**src/rtl/clksw_seq.sv**
```systemverilog
`timescale 1ns/1ps
`default_nettype none
// ============================================================================
// Module  : clksw_seq
// Purpose : CPU clock-speed change sequencer driving the glitch-free mux select.
// Revision: 1.0
// ============================================================================
module clksw_seq #(
    parameter int SYNC_STAGES    = 2,
    parameter int CNT_W          = 8,
    parameter int DWELL_CYCLES   = 16,
    parameter int TIMEOUT_CYCLES = 200,
    parameter int SWCNT_W        = 16
) (
    input  logic               hsclk_in,
    input  logic               rst_b,
    input  logic               req_fast,
    input  logic               force_slow,
    input  logic               hsclk_selected,
    input  logic               lsclk_selected,
    input  logic               fault_clr,
    input  logic               cnt_clr,
    output logic               hsclk_sel,
    output logic               busy,
    output logic               fault,
    output logic [SWCNT_W-1:0] sw_count
);

    typedef enum logic [2:0] {
        ST_LS    = 3'd0,
        ST_TO_HS = 3'd1,
        ST_HS    = 3'd2,
        ST_TO_LS = 3'd3,
        ST_FAULT = 3'd4
    } state_t;

    localparam logic [CNT_W-1:0] DWELL_LD = CNT_W'(DWELL_CYCLES);
    localparam logic [CNT_W-1:0] TO_LAST  = CNT_W'(TIMEOUT_CYCLES - 1);

    state_t               state_q, state_d;
    logic [SYNC_STAGES-1:0] hs_sync_q, ls_sync_q;
    logic [CNT_W-1:0]     dwell_q, dwell_d;
    logic [CNT_W-1:0]     to_cnt_q, to_cnt_d;
    logic [SWCNT_W-1:0]   cnt_q, cnt_d;
    logic                 fault_q, fault_d;
    logic                 sel_q, sel_d;

    logic hs_s, ls_s, hs_ack, ls_ack;
    logic dwell_done, to_expired, entering;
    logic sw_inc, set_fault;

    // Feedback synchronisers reset to "LS clock selected"
    always_ff @(posedge hsclk_in or negedge rst_b) begin
        if (!rst_b) begin
            hs_sync_q <= '0;
            ls_sync_q <= '1;
        end else begin
            hs_sync_q <= {hs_sync_q[SYNC_STAGES-2:0], hsclk_selected};
            ls_sync_q <= {ls_sync_q[SYNC_STAGES-2:0], lsclk_selected};
        end
    end

    assign hs_s       = hs_sync_q[SYNC_STAGES-1];
    assign ls_s       = ls_sync_q[SYNC_STAGES-1];
    assign hs_ack     = hs_s & ~ls_s;
    assign ls_ack     = ls_s & ~hs_s;
    assign dwell_done = (dwell_q == '0);
    assign to_expired = (to_cnt_q == TO_LAST);

    always_comb begin
        state_d   = state_q;
        sw_inc    = 1'b0;
        set_fault = 1'b0;
        case (state_q)
            ST_LS: begin
                if (req_fast && !force_slow && dwell_done && !fault_q)
                    state_d = ST_TO_HS;
            end
            ST_TO_HS: begin
                if (hs_ack) begin
                    state_d = ST_HS;
                    sw_inc  = 1'b1;
                end else if (to_expired) begin
                    state_d   = ST_FAULT;
                    set_fault = 1'b1;
                end
            end
            ST_HS: begin
                if (force_slow || (!req_fast && dwell_done))
                    state_d = ST_TO_LS;
            end
            ST_TO_LS: begin
                if (ls_ack) begin
                    state_d = ST_LS;
                    sw_inc  = 1'b1;
                end else if (to_expired) begin
                    state_d   = ST_FAULT;
                    set_fault = 1'b1;
                end
            end
            ST_FAULT: begin
                if (ls_ack)
                    state_d = ST_LS;
            end
            default: state_d = ST_LS;
        endcase
    end

    always_comb begin
        entering = (state_d != state_q);

        dwell_d = dwell_q;
        if (entering && ((state_d == ST_LS) || (state_d == ST_HS)))
            dwell_d = DWELL_LD;
        else if (!dwell_done)
            dwell_d = dwell_q - 1'b1;

        to_cnt_d = to_cnt_q;
        if (entering && ((state_d == ST_TO_HS) || (state_d == ST_TO_LS)))
            to_cnt_d = '0;
        else if ((state_q == ST_TO_HS) || (state_q == ST_TO_LS))
            to_cnt_d = to_cnt_q + 1'b1;

        // A timeout in the same cycle as a clear keeps the fault set
        fault_d = fault_q;
        if (set_fault)
            fault_d = 1'b1;
        else if (fault_clr)
            fault_d = 1'b0;

        cnt_d = cnt_q;
        if (cnt_clr)
            cnt_d = '0;
        else if (sw_inc && (cnt_q != '1))
            cnt_d = cnt_q + 1'b1;

        sel_d = (state_d == ST_TO_HS) || (state_d == ST_HS);
    end

    always_ff @(posedge hsclk_in or negedge rst_b) begin
        if (!rst_b) begin
            state_q  <= ST_LS;
            dwell_q  <= '0;
            to_cnt_q <= '0;
            cnt_q    <= '0;
            fault_q  <= 1'b0;
            sel_q    <= 1'b0;
        end else begin
            state_q  <= state_d;
            dwell_q  <= dwell_d;
            to_cnt_q <= to_cnt_d;
            cnt_q    <= cnt_d;
            fault_q  <= fault_d;
            sel_q    <= sel_d;
        end
    end

    assign hsclk_sel = sel_q;
    assign busy      = (state_q == ST_TO_HS) || (state_q == ST_TO_LS) || (state_q == ST_FAULT);
    assign fault     = fault_q;
    assign sw_count  = cnt_q;

endmodule
`default_nettype wire

```
**config.mk**
```make
export PLATFORM = sky130hd
export DESIGN_NAME = clksw_seq
export DESIGN_NICKNAME = d
export VERILOG_FILES = /design/src/rtl/clksw_seq.sv
export SDC_FILE = /design/constraint.sdc
export NUM_CORES = 1
export LEC_CHECK = 0
export BUFFER_PORTS_ARGS = -buffer_cell sky130_fd_sc_hd__buf_2
export CORE_ASPECT_RATIO = 1.5
export CORE_MARGIN = 8
export CORE_UTILIZATION = 30
export CTS_CLUSTER_SIZE = 16
export DETAILED_ROUTE_END_ITERATION = 10
export PLACE_DENSITY_LB_ADDON = 0.25
export RECOVER_POWER = 100
export SKIP_LAST_GASP = 1
export SLEW_MARGIN = 15
export SYNTH_ARGS = -nofsm -noshare
export SYNTH_HDL_FRONTEND = slang
export SYNTH_SLANG_ARGS = --single-unit
```
**constraint.sdc**
```tcl
create_clock -name hsclk_in -period 4.24 [get_ports hsclk_in]
set_input_delay 1.272 -clock hsclk_in [delete_from_list [all_inputs] [get_ports hsclk_in]]
set_output_delay 1.272 -clock hsclk_in [all_outputs]
set_load 0.03 [all_outputs]
```
==> impl_summary.txt <==
----------------------------------------------------
[Drt]
  Number of design rule violations left after detail routing ... 0
  Top routing layer in use ... met4
  Post-Route WL ... 4740 µm
  Drt first pass iters ... 4
  Initial drt markers ... 51
  DRT antenna net count ... 0
  Met3 Wirelength ... 137 µm
  Vias per Instance ... 4.82
  Met2 WL ... 2470 µm
  Via Count ... 1639
  WL/cell ... 13.9 µm
  Detailed-route wire length on metal 1 ... 2060 µm

[Global route]
  Pin count of the biggest net entering global routing ... 42
  Wire length of the first global-routing pass ... 8220 µm
  Vias in the first global route ... 1791
  Total global routing overflow ... 0
  Number of antenna violations at the first check in global routing ... 0
  Tot GR Track Use ... 0.0986

[Timing]
  Final worst-path cycle share ... 0.719
  Max Fclk ... 0.328 GHz
  Post-Route Setup TNS ... 0 ns
  RSZ-0062 raised after global routing ... false
  Hold violation count in the final report ... 0
  Post-route worst setup slack ... 1.19 ns
  Worst relative slew slack ... -0.447
  Transition at the pin with the smallest max-transition slack ... 2.17 ns
  Final Max Tran Viols ... 42
  Final Setup Violations ... 0
  Final period demand of the worst path ... 3.05 ns
  Layout Skew ... 0.0126 ns

[Pwr]
  Cell internal pwr ... 724 µW
  Share of power burned in combinational logic ... 0.320
  Proportion of power drawn by flip-flops and latches ... 0.469
  Pwr Density ... 481 mW/mm²
  Sw power ... 442 µW
  Fraction of power spent switching nets ... 0.379
  Maximum vdd ir drop ... 0.152 mV
  Reported leakage power ... 1.00 nW
  Clock power share ... 0.211

[Worst setup path]
  Critical Path Sink Type ... register
  Length in cells of the worst reg-to-reg path ... 7
  Data required, critical path ... 4.45 ns
  Terminus of the critical flop-to-flop path ... dwell_q[1]
  Setup slack on the worst flop-to-flop path ... 1.20 ns
  Crit-path cells ... buf_2 > nor2b_1 > mux2i_1 > nor4_1 > a221oi_2 > a211oi_2
  Largest fanout of any net on the critical path ... 10
  Critical Path AT ... 3.26 ns
  Largest stage delay, worst path ... 1.13 ns
  Slowest stage cell, crit path ... nor4_1
  Critical path class ... input port to register
  Type of origin of the critical path ... input port
  Critical R2R Launch ... dwell_q[0]

[Synth]
  Synth Cell Area ... 0.00220 mm²
  Yosys warning total ... 0
  Number of instances in the synthesized netlist ... 211
  Most used DFF post-synth ... dfrtp_1
  Number of enable-type register cells in the synthesized netlist ... 0
  Area share of the leading cell type in the synthesized netlist ... 0.443
  Share of async-settable or async-resettable flops after synthesis ... 1.00
  Sequential share of the synthesized area ... 0.467
  Average footprint of a synthesized cell ... 10.4 µm²
  Area leader, netlist ... dfrtp_1
  Unique cell type count in the Yosys netlist ... 49
  Post-synth net total ... 223
  Synthesized flop and latch total ... 41
  Area contributors post-synth ... dfrtp_1 (44%), xor2_1 (5.6%), nor2_1 (5.5%), xnor2_1 (3.6%), nand2_1 (2.7%)

[Placed design]
  Gp weighted congestion ... 0.783
  Dpl hpwl ... 3500 µm
  Total of buffers placed on input and output ports ... 26
  Worst slack at placement ... 1.52 ns

[Min path]
  Hold depth ... 0
  Type of the worst min-delay path ... register to register
  Launch point of the worst hold path ... hs_sync_q[0]
  Hold worst-path end ... hs_sync_q[1]

[Clock tree]
  CTS Hold Bufs ... 0
  Clock transition at the registers of the reported paths ... 0.08 ns
  Post-CTS Resized ... 0
  Post CTS Setup Buffer Count ... 0
  Clock root buffer master ... clkbuf_8
  Number of levels in the clock H-tree ... 2
  Clock sink count ... 41
  Number of buffers on the longest clock path ... 2
  CTS Buf Count ... 5
  Latest clock arrival within the worst-skew pair ... 0.29 ns
  Clock tree from TritonCTS ... done

[Floorplanning]
  Site Rows ... 38
  Die outline area ... 0.0104 mm²
  Die span in y ... 121 µm
  Horizontal die dimension ... 86.0 µm
  CORE AREA ... 0.00718 mm²
  Total I/O pin count ... 27
  Initial Utilization ... 0.307

[Outcome]
  Violations in the final reports ... capacitance limit, slew limit
  Result of the run ... complete, but fails checks

[Finish]
  Final Core Density ... 0.338
  Diode count ... 0
  Fill count ... 749
  Area delta synth->final ... 10.1%
  Share of cells above drive strength 1 ... 0.108
  Nets@finish ... 251

[Job]
  Max-Cap Viols ... 2

----------------------------------------------------
## cells in the final DEF, fill, tap and decap left out, drive strengths merged, types with 4 or more instances in the layout
cell type / count
dfrtp: 39
nor2: 32
clkbuf: 27
nand2: 16
xor2: 14
nand3: 11
xnor2: 9
a211oi: 7
a21oi: 6
nand4: 6
buf: 6
o21ai: 6
and3: 6
nor2b: 5
inv: 5
mux2i: 4
ha: 4
nor4: 4
## cell usage after synthesis, types with 2 or more instances
library cell and number:
a211oi_1 5, a211oi_2 2, a21oi_1 5, and3_1 5, and4_1 2, buf_2 2
clkbuf_8 2, dfrtp_1 39, dfstp_2 2, ha_1 4, inv_1 5, mux2_4 2
mux2i_1 4, nand2_1 16, nand2b_1 2, nand3_1 10, nand3b_1 2, nand4_1 6
nor2_1 32, nor2b_1 5, nor3_1 3, nor4_1 2, nor4_4 2, o21ai_0 5
or4_1 2, xnor2_1 9, xor2_1 14
## power groups by stage
stage / Clock [mW] / Sequential (mW) / Combinational, mW
6_report: 0.246 / 0.547 / 0.373
5_1_grt: 0.279 / 0.558 / 0.420
4_1_cts: 0.258 / 0.551 / 0.392
3_5_place_dp: 0 / 0.559 / 0.390
3_3_place_gp: 0 / 0.559 / 0.384
2_1_floorplan: 0 / 0.547 / 0.303
## worst max-delay path: cells and delay by family
family                 cells  cell delay [ns]
AO/OA/AOI/OAI              2             0.51
multiplexers               1             0.09
AND/OR/NAND/NOR            2             1.27
buffers and inverters      1             0.10
## routing by layer
layer  vias up  global-route usage
met3         5              0.0258
met2        27               0.181
met5         -                   0
met1       807               0.103
li1        800                   -
met4         0              0.0385
## state kept, by name, summed over array words and instances, names as in the netlist
name       cells
dwell_q        8
fault          1
hs_sync_q      2
hsclk_sel      1
ls_sync_q      2
state_q        3
sw_count      16
to_cnt_q       8
## final cells by class
| cell class | instances | area, µm² | area share |
|---|---|---|---|
| clock inverters | 1 | 5.00 | 0.00206 |
| flip-flops and latches | 41 | 1030 | 0.424 |
| multi-input cells | 160 | 1070 | 0.440 |
| inverters | 5 | 18.8 | 0.00774 |
| clock buffers | 7 | 76.3 | 0.0315 |
| well taps | 100 | 125 | 0.0516 |
| repair buffers | 26 | 105 | 0.0433 |
## metrics by stage
| step | instance area (µm²) | instances | total power [mW] | hold WS, ns |
|---|---|---|---|---|
| CTS | 2500 | 340 | 1.20 | 0.348 |
| detailed placement | 2420 | 332 | 0.950 | 0.339 |
| global placement | 2420 | 332 | 0.942 | 0.337 |
| floorplan | 2200 | 211 | 0.849 | 0.331 |
| finish | 2420 | 340 | 1.17 | 0.337 |
| global route | 2420 | 340 | 1.26 | 0.345 |
## how the worst max path moves through the flow
stage	endpoint	slack (ns)	depth (start not counted)	start
floorplan	busy	1.70	3	state_q[0]
global placement	dwell_q[7]	1.59	6	force_slow
detailed placement	dwell_q[7]	1.52	6	force_slow
CTS	busy	1.62	4	state_q[0]
global route	sw_count[12]	0.81	1	rst_b
finish	dwell_q[1]	1.19	6	force_slow
## logic make-up after synthesis
kind of cell | count (synthesis) | synth area share
simple gates | 101 | 0.269
flops | 41 | 0.467
compound gates | 24 | 0.0818
xor+xnor | 23 | 0.0914
buf+inv | 10 | 0.0273
mux | 7 | 0.0369
fa+ha+maj | 5 | 0.0273
No activity file was read; power rests on OpenSTA's default activity.
